**src/rtl/regfile_write_arbiter_if.sv**
```systemverilog
// -----------------------------------------------------------------------------
// regfile_write_arbiter_if
// Bundles every non-clock signal of regfile_write_arbiter: the two write
// requesters, the register-set write port, the read-address pass-through,
// the read-data return path, and the arbiter's priority pointer for debug.
//
// Modports
//   slave  : the arbiter side (consumes requests, drives the register set).
//   master : the environment side (requesters, reader, register set).
//
// Handshake: a request transfers on the cycle where reqN_valid and reqN_ready
// are both high. ready is a combinational function of the valids and the
// priority pointer. A requester that sees ready=0 keeps its request held
// (or may drop it, in which case nothing is written).
// -----------------------------------------------------------------------------
interface regfile_write_arbiter_if #(
    parameter int DATA_W = 5,
    parameter int ADDR_W = 2
);
    // requester 0
    logic              req0_valid;
    logic [ADDR_W-1:0] req0_addr;
    logic [DATA_W-1:0] req0_data;
    logic              req0_ready;
    // requester 1
    logic              req1_valid;
    logic [ADDR_W-1:0] req1_addr;
    logic [DATA_W-1:0] req1_data;
    logic              req1_ready;
    // register-set write port
    logic [ADDR_W-1:0] Wr;
    logic [DATA_W-1:0] Wrd;
    logic              reg_en;
    // read addresses: reader -> arbiter -> register set
    logic [ADDR_W-1:0] Ra_in;
    logic [ADDR_W-1:0] Rb_in;
    logic [ADDR_W-1:0] Ra;
    logic [ADDR_W-1:0] Rb;
    // read data: register set -> arbiter -> reader
    logic [DATA_W-1:0] a_in;
    logic [DATA_W-1:0] b_in;
    logic [DATA_W-1:0] a;
    logic [DATA_W-1:0] b;
    // priority pointer (0 = PRI0, 1 = PRI1)
    logic              pri_dbg;

    modport slave (
        input  req0_valid, req0_addr, req0_data,
        input  req1_valid, req1_addr, req1_data,
        input  Ra_in, Rb_in, a_in, b_in,
        output req0_ready, req1_ready,
        output Wr, Wrd, reg_en,
        output Ra, Rb, a, b,
        output pri_dbg
    );

    modport master (
        output req0_valid, req0_addr, req0_data,
        output req1_valid, req1_addr, req1_data,
        output Ra_in, Rb_in, a_in, b_in,
        input  req0_ready, req1_ready,
        input  Wr, Wrd, reg_en,
        input  Ra, Rb, a, b,
        input  pri_dbg
    );
endinterface

```
**src/rtl/regfile_write_arbiter.sv**
```systemverilog
// -----------------------------------------------------------------------------
// regfile_write_arbiter
// Arbitrates two write requesters onto the single write port of a register
// set using a one-bit round-robin pointer, and passes the reader's address
// and data paths through to / from the register set.
//
// Ports
//   clk  : single clock, all state updates on the rising edge.
//   rst  : synchronous, active-high reset.
//   bus  : regfile_write_arbiter_if.slave (requests, write port, read paths,
//          pri_dbg = current priority pointer).
//
// Behaviour
//   - One valid requester is granted regardless of the pointer; with both
//     valid the pointer names the winner. After any grant the pointer moves
//     to the other requester.
//   - The accepted addr/data appear on Wr/Wrd with reg_en=1 one cycle later;
//     Wr/Wrd hold their values while reg_en=0.
//   - While rst is high neither requester is granted.
//
// Configuration
//   WR_BYPASS_EN : when defined, read data a/b are forwarded from Wrd when the
//                  write being presented targets Ra_in/Rb_in. Undefined
//                  (default): a/b are a_in/b_in unchanged.
// -----------------------------------------------------------------------------
module regfile_write_arbiter #(
    parameter int DATA_W = 5,
    parameter int ADDR_W = 2
) (
    input  logic                    clk,
    input  logic                    rst,
    regfile_write_arbiter_if.slave  bus
);

    typedef enum logic {
        PRI0 = 1'b0,
        PRI1 = 1'b1
    } pri_e;

    pri_e              pri_q;
    logic              reg_en_q;
    logic [ADDR_W-1:0] wr_q;
    logic [DATA_W-1:0] wrd_q;

    logic grant0;
    logic grant1;

    // Grants are exclusive by construction: with both valid exactly one of
    // the pointer terms is true. rst blocks acceptance entirely.
    always_comb begin
        grant0 = 1'b0;
        grant1 = 1'b0;
        if (!rst) begin
            grant0 = bus.req0_valid && (!bus.req1_valid || (pri_q == PRI0));
            grant1 = bus.req1_valid && (!bus.req0_valid || (pri_q == PRI1));
        end
    end

    assign bus.req0_ready = grant0;
    assign bus.req1_ready = grant1;

    // Pointer and write port share one registered state block. A write that
    // is on the port when rst rises stays visible for that cycle only, since
    // reg_en is a register cleared at the reset edge.
    always_ff @(posedge clk) begin
        if (rst) begin
            pri_q    <= PRI0;
            reg_en_q <= 1'b0;
            wr_q     <= '0;
            wrd_q    <= '0;
        end else begin
            reg_en_q <= grant0 || grant1;
            if (grant0) begin
                wr_q  <= bus.req0_addr;
                wrd_q <= bus.req0_data;
                pri_q <= PRI1;
            end else if (grant1) begin
                wr_q  <= bus.req1_addr;
                wrd_q <= bus.req1_data;
                pri_q <= PRI0;
            end
        end
    end

    assign bus.reg_en  = reg_en_q;
    assign bus.Wr      = wr_q;
    assign bus.Wrd     = wrd_q;
    assign bus.pri_dbg = (pri_q == PRI1);

    // Read addresses go straight through with no latency.
    assign bus.Ra = bus.Ra_in;
    assign bus.Rb = bus.Rb_in;

`ifdef WR_BYPASS_EN
    // The register set commits Wrd at the end of the reg_en cycle, so a read
    // of the same address in that cycle would otherwise return stale data.
    assign bus.a = (reg_en_q && (bus.Ra_in == wr_q)) ? wrd_q : bus.a_in;
    assign bus.b = (reg_en_q && (bus.Rb_in == wr_q)) ? wrd_q : bus.b_in;
`else
    assign bus.a = bus.a_in;
    assign bus.b = bus.b_in;
`endif

endmodule

```
**src/flat_wrapper.sv**
```systemverilog
// flat-port wrapper written by rule: the top's interface ports become plain ports
module regfile_write_arbiter_flat 
#(
    parameter int DATA_W = 5,
    parameter int ADDR_W = 2
)
  (clk, rst, bus_req0_valid, bus_req0_addr, bus_req0_data, bus_req1_valid, bus_req1_addr, bus_req1_data, bus_Ra_in, bus_Rb_in, bus_a_in, bus_b_in, bus_req0_ready, bus_req1_ready, bus_Wr, bus_Wrd, bus_reg_en, bus_Ra, bus_Rb, bus_a, bus_b, bus_pri_dbg);
  regfile_write_arbiter_if #(.DATA_W(DATA_W), .ADDR_W(ADDR_W)) bus_i ();
  input  logic clk;
  input  logic rst;
  input wire logic [$bits(bus_i.req0_valid)-1:0] bus_req0_valid;
  input wire logic [$bits(bus_i.req0_addr)-1:0] bus_req0_addr;
  input wire logic [$bits(bus_i.req0_data)-1:0] bus_req0_data;
  input wire logic [$bits(bus_i.req1_valid)-1:0] bus_req1_valid;
  input wire logic [$bits(bus_i.req1_addr)-1:0] bus_req1_addr;
  input wire logic [$bits(bus_i.req1_data)-1:0] bus_req1_data;
  input wire logic [$bits(bus_i.Ra_in)-1:0] bus_Ra_in;
  input wire logic [$bits(bus_i.Rb_in)-1:0] bus_Rb_in;
  input wire logic [$bits(bus_i.a_in)-1:0] bus_a_in;
  input wire logic [$bits(bus_i.b_in)-1:0] bus_b_in;
  output wire logic [$bits(bus_i.req0_ready)-1:0] bus_req0_ready;
  output wire logic [$bits(bus_i.req1_ready)-1:0] bus_req1_ready;
  output wire logic [$bits(bus_i.Wr)-1:0] bus_Wr;
  output wire logic [$bits(bus_i.Wrd)-1:0] bus_Wrd;
  output wire logic [$bits(bus_i.reg_en)-1:0] bus_reg_en;
  output wire logic [$bits(bus_i.Ra)-1:0] bus_Ra;
  output wire logic [$bits(bus_i.Rb)-1:0] bus_Rb;
  output wire logic [$bits(bus_i.a)-1:0] bus_a;
  output wire logic [$bits(bus_i.b)-1:0] bus_b;
  output wire logic [$bits(bus_i.pri_dbg)-1:0] bus_pri_dbg;
  assign bus_i.req0_valid = bus_req0_valid;
  assign bus_i.req0_addr = bus_req0_addr;
  assign bus_i.req0_data = bus_req0_data;
  assign bus_i.req1_valid = bus_req1_valid;
  assign bus_i.req1_addr = bus_req1_addr;
  assign bus_i.req1_data = bus_req1_data;
  assign bus_i.Ra_in = bus_Ra_in;
  assign bus_i.Rb_in = bus_Rb_in;
  assign bus_i.a_in = bus_a_in;
  assign bus_i.b_in = bus_b_in;
  assign bus_req0_ready = bus_i.req0_ready;
  assign bus_req1_ready = bus_i.req1_ready;
  assign bus_Wr = bus_i.Wr;
  assign bus_Wrd = bus_i.Wrd;
  assign bus_reg_en = bus_i.reg_en;
  assign bus_Ra = bus_i.Ra;
  assign bus_Rb = bus_i.Rb;
  assign bus_a = bus_i.a;
  assign bus_b = bus_i.b;
  assign bus_pri_dbg = bus_i.pri_dbg;
  regfile_write_arbiter #(.DATA_W(DATA_W), .ADDR_W(ADDR_W)) u_core (.clk(clk), .rst(rst), .bus(bus_i));
endmodule
```
**config.mk**
```make
export PLATFORM = sky130hd
export DESIGN_NAME = regfile_write_arbiter_flat
export DESIGN_NICKNAME = d
export VERILOG_FILES = /design/src/rtl/regfile_write_arbiter_if.sv /design/src/rtl/regfile_write_arbiter.sv /design/src/flat_wrapper.sv
export SDC_FILE = /design/constraint.sdc
export NUM_CORES = 1
export LEC_CHECK = 0
export BUFFER_PORTS_ARGS = -buffer_cell sky130_fd_sc_hd__buf_2
export CORE_UTILIZATION = 33
export CTS_CLUSTER_DIAMETER = 120
export CTS_CLUSTER_SIZE = 28
export DETAILED_ROUTE_END_ITERATION = 8
export PLACE_DENSITY = 0.86
export SKIP_CTS_REPAIR_TIMING = 1
export SLEW_MARGIN = 5
export SYNTH_ARGS = -nofsm -noshare
export SYNTH_HDL_FRONTEND = slang
export SYNTH_SLANG_ARGS = --single-unit
```
**constraint.sdc**
```tcl
create_clock -name clk -period 1.41 [get_ports clk]
set_input_delay 0.0705 -clock clk [delete_from_list [all_inputs] [get_ports clk]]
set_output_delay 0.0705 -clock clk [all_outputs]
set_load 0.05 [all_outputs]
```
==> flow_summary_export.csv <==
group,metric,value,unit
layout,syn2layout_area_growth,15.8,%
die,start_util,35.8,%
clocking,clk_pin_slew_worst_paths,70,ps
die,rows,14,
power,totalPowerFinal,0.712,mW
yosys,synth_seq_cells,9,
place,gp_routability_congestion,0.654,
place,preCtsSetupSlack,257,ps
yosys,synth_nets,87,
detailed_routing,num_vias,449,
yosys,ys.warnings.count,0,
yosys,yosysTopAreaCell,"dfxtp_1",
worst_setup_path,timing.rr.start,"u_core.bus.pri_dbg$_SDFFE_PP0P_",
yosys,avgSynthCellArea,9.92,µm²
timing,max_freq,742,MHz
timing,setup_tns,0,ps
worst_setup_path,r2r_cells,3,
grt,grtUsageMet3,5.53,%
die,die-height,42.7,µm
grt,grtUsageMet2,20.3,%
grt,busiest_layer,"met2",
yosys,synth.area.top_cells,"dfxtp_1 33%, buf_4 19%, a221o_1 13%",
timing,min_period_over_period,95.6,%
worst_setup_path,r2r_slack,230,ps
die,core_region_area,1520,µm²
timing,tightest_slew,321,ps
worst_setup_path,cp-start-kind,"flip-flop",
detailed_routing,drtIter0Drc,15,
layout,stdcell_count,88,
layout,stdcell_area,632,µm²
timing,rsz0062_at_grt,"no",
timing,setup_ws,62.2,ps
die,num_io_pins,57,
clocking,cts_root_buffer,"clkbuf_4",
detailed_routing,drt_wl_total,1.25,mm
layout,nFillCells,156,
power,seq_power_share,41.1,%
grt,grt_pass1_wl,2.00,mm
timing,min_period,1350,ps
detailed_routing,ant_nets,0,
worst_setup_path,crit_fanout,8,
layout,final_cell_mix,"28 x buf_2, 8 x dfxtp_1, 7 x nor3b_1, 7 x and3_1, 7 x a221o_1",
detailed_routing,wl_per_cell,14.2,µm
layout,final_nets,105,
timing,setup_viol,0,
hold_path,hp-class,"in2reg",
yosys,synth_top_area_share,33.0,%
clocking,cts_buffers,3,
worst_setup_path,startpoint,"u_core.bus.pri_dbg$_SDFFE_PP0P_",
power,p_per_area,1130,nW/µm²
power,p_leak,0.324,nW
clocking,clockBufferDepth,2,
timing,relSlewSlack,78.6,%
worst_setup_path,worstPathRequired,1340,ps
layout,final_common_cell,"buf_2",
yosys,synth_area,546,µm²
power,pwr-share-clk,27.9,%
grt,grt.total_usage,14.8,%
power,swShare,35.6,%
detailed_routing,vias_per_cell,5.10,
detailed_routing,drc,0,
worst_setup_path,critPathKind,"reg2out",
grt,antenna_found_initial,0,
yosys,synth-seq-area-share,33.0,%
power,power.combinational.fraction,31.0,%
timing,slew_violations,0,
grt,grt_pass1_vias,428,
timing,whs,137,ps
clocking,insertion_delay,260,ps
die,die_w,42.7,µm
layout,final_core_util,41.5,%
worst_setup_path,endpoint_kind,"output pin",
grt,grt-ovfl-total,0,
place,placed_cell_area,598,µm²
layout,multi_input_area,253,µm²
yosys,syn_inst,55,
layout,num_antenna_cells,0,
place,place_hpwl,902,µm
flow_run,maxCapViolCount,0,
clocking,cts_tree,"yes",
power,power.switching,0.254,mW
place,io_buffers,28,
timing,hold_viol,0,
grt,grt_max_degree,13,
detailed_routing,drt_pass1_iterations,6,
place,dp_cells,83,
worst_setup_path,cp.arrival,1280,ps
clocking,h-tree-depth,1,
worst_setup_path,endpoint,"bus_req0_ready",
layout,drive_gt1_share,54.2,%
worst_setup_path,r2r_end,"u_core.bus.Wrd[4]$_SDFFE_PP0P_",
clocking,clock_sinks,9,
timing,skew,8.01,ps
yosys,synth_cell_type_count,15,
grt,grtUsageMet1,17.5,%
power,irDropWorstVdd,592,µV
outcome,status,"completed",
layout,seq_area,181,µm²
die,dieArea,1820,µm²
power,p_int,0.458,mW
[cell usage after synthesis]
cell and count:
o21a_1 1, buf_4 14, inv_2 1, a221o_1 7, nor2_2 1, nand2_4 1, dfxtp_1 9, nor2b_1 1
and3_1 7, buf_2 2, a21oi_4 1, nor3b_2 1, nor3_4 1, nor2_1 1, nor3b_1 7
[area by class of cell]
cell class              count  share of cell area [%]
inverters                   1                   0.594
clock buffers               4                    4.16
repair buffers             29                    23.4
flip-flops and latches      9                    28.7
well taps                  16                    3.17
multi-input cells          29                    40.0
[critical path, cell delays in order (launching register included)]
cell and delay [ps]:
dfxtp_2 350, a21oi_4 240, nand2_4 120, inv_2 60, buf_2 250
[cells by family (layout without fill, tap and decap cells)]
group                  Yosys count  in the layout  share of synthesized area, %
DFF                              9              9                          33.0
and+or+nand+nor                 20             20                          28.0
buffers and inverters           17             34                          21.8
AOI/OAI and AO/OA                9              9                          17.2
[power by group through the flow]
| stage | clock (mW) | sequential (mW) | combinational [mW] |
|---|---|---|---|
| final | 0.199 | 0.292 | 0.221 |
| after global routing | 0.219 | 0.295 | 0.234 |
| after CTS | 0.207 | 0.292 | 0.219 |
| after detailed placement | 0 | 0.298 | 0.218 |
| after global placement | 0 | 0.297 | 0.216 |
| after floorplan | 0 | 0.379 | 0.182 |
[sequential cells by signal (all words and copies together), names as in the netlist]
name and cells:
u_core.bus.Wrd 5, u_core.bus.reg_en 1, u_core.bus.Wr 2, u_core.bus.pri_dbg 1
[worst min-delay path by stage]
stage               slack, ps                        endpoint  depth (start not counted)        startpoint
global route              140                        bus_a[0]                          0       bus_a_in[0]
finish                    140  u_core.bus.Wrd[1]$_SDFFE_PP0P_                          3  bus_req0_data[1]
detailed placement        140                        bus_a[1]                          0       bus_a_in[1]
global placement          140                        bus_a[1]                          0       bus_a_in[1]
floorplan                 220    u_core.bus.reg_en$_SDFF_PP0_                          2    bus_req1_valid
CTS                       140  u_core.bus.Wrd[2]$_SDFFE_PP0P_                          3  bus_req0_data[2]
[routing by layer]
layer / wire, µm / up-vias / share of wire [%]
met4: 48 / 0 / 3.8
met5: 0 / - / 0
met2: 560 / 31 / 45
met1: 535 / 181 / 43
li1: - / 223 / -
met3: 109 / 14 / 8.7
Note: power is estimated with default switching activity, not from simulation.
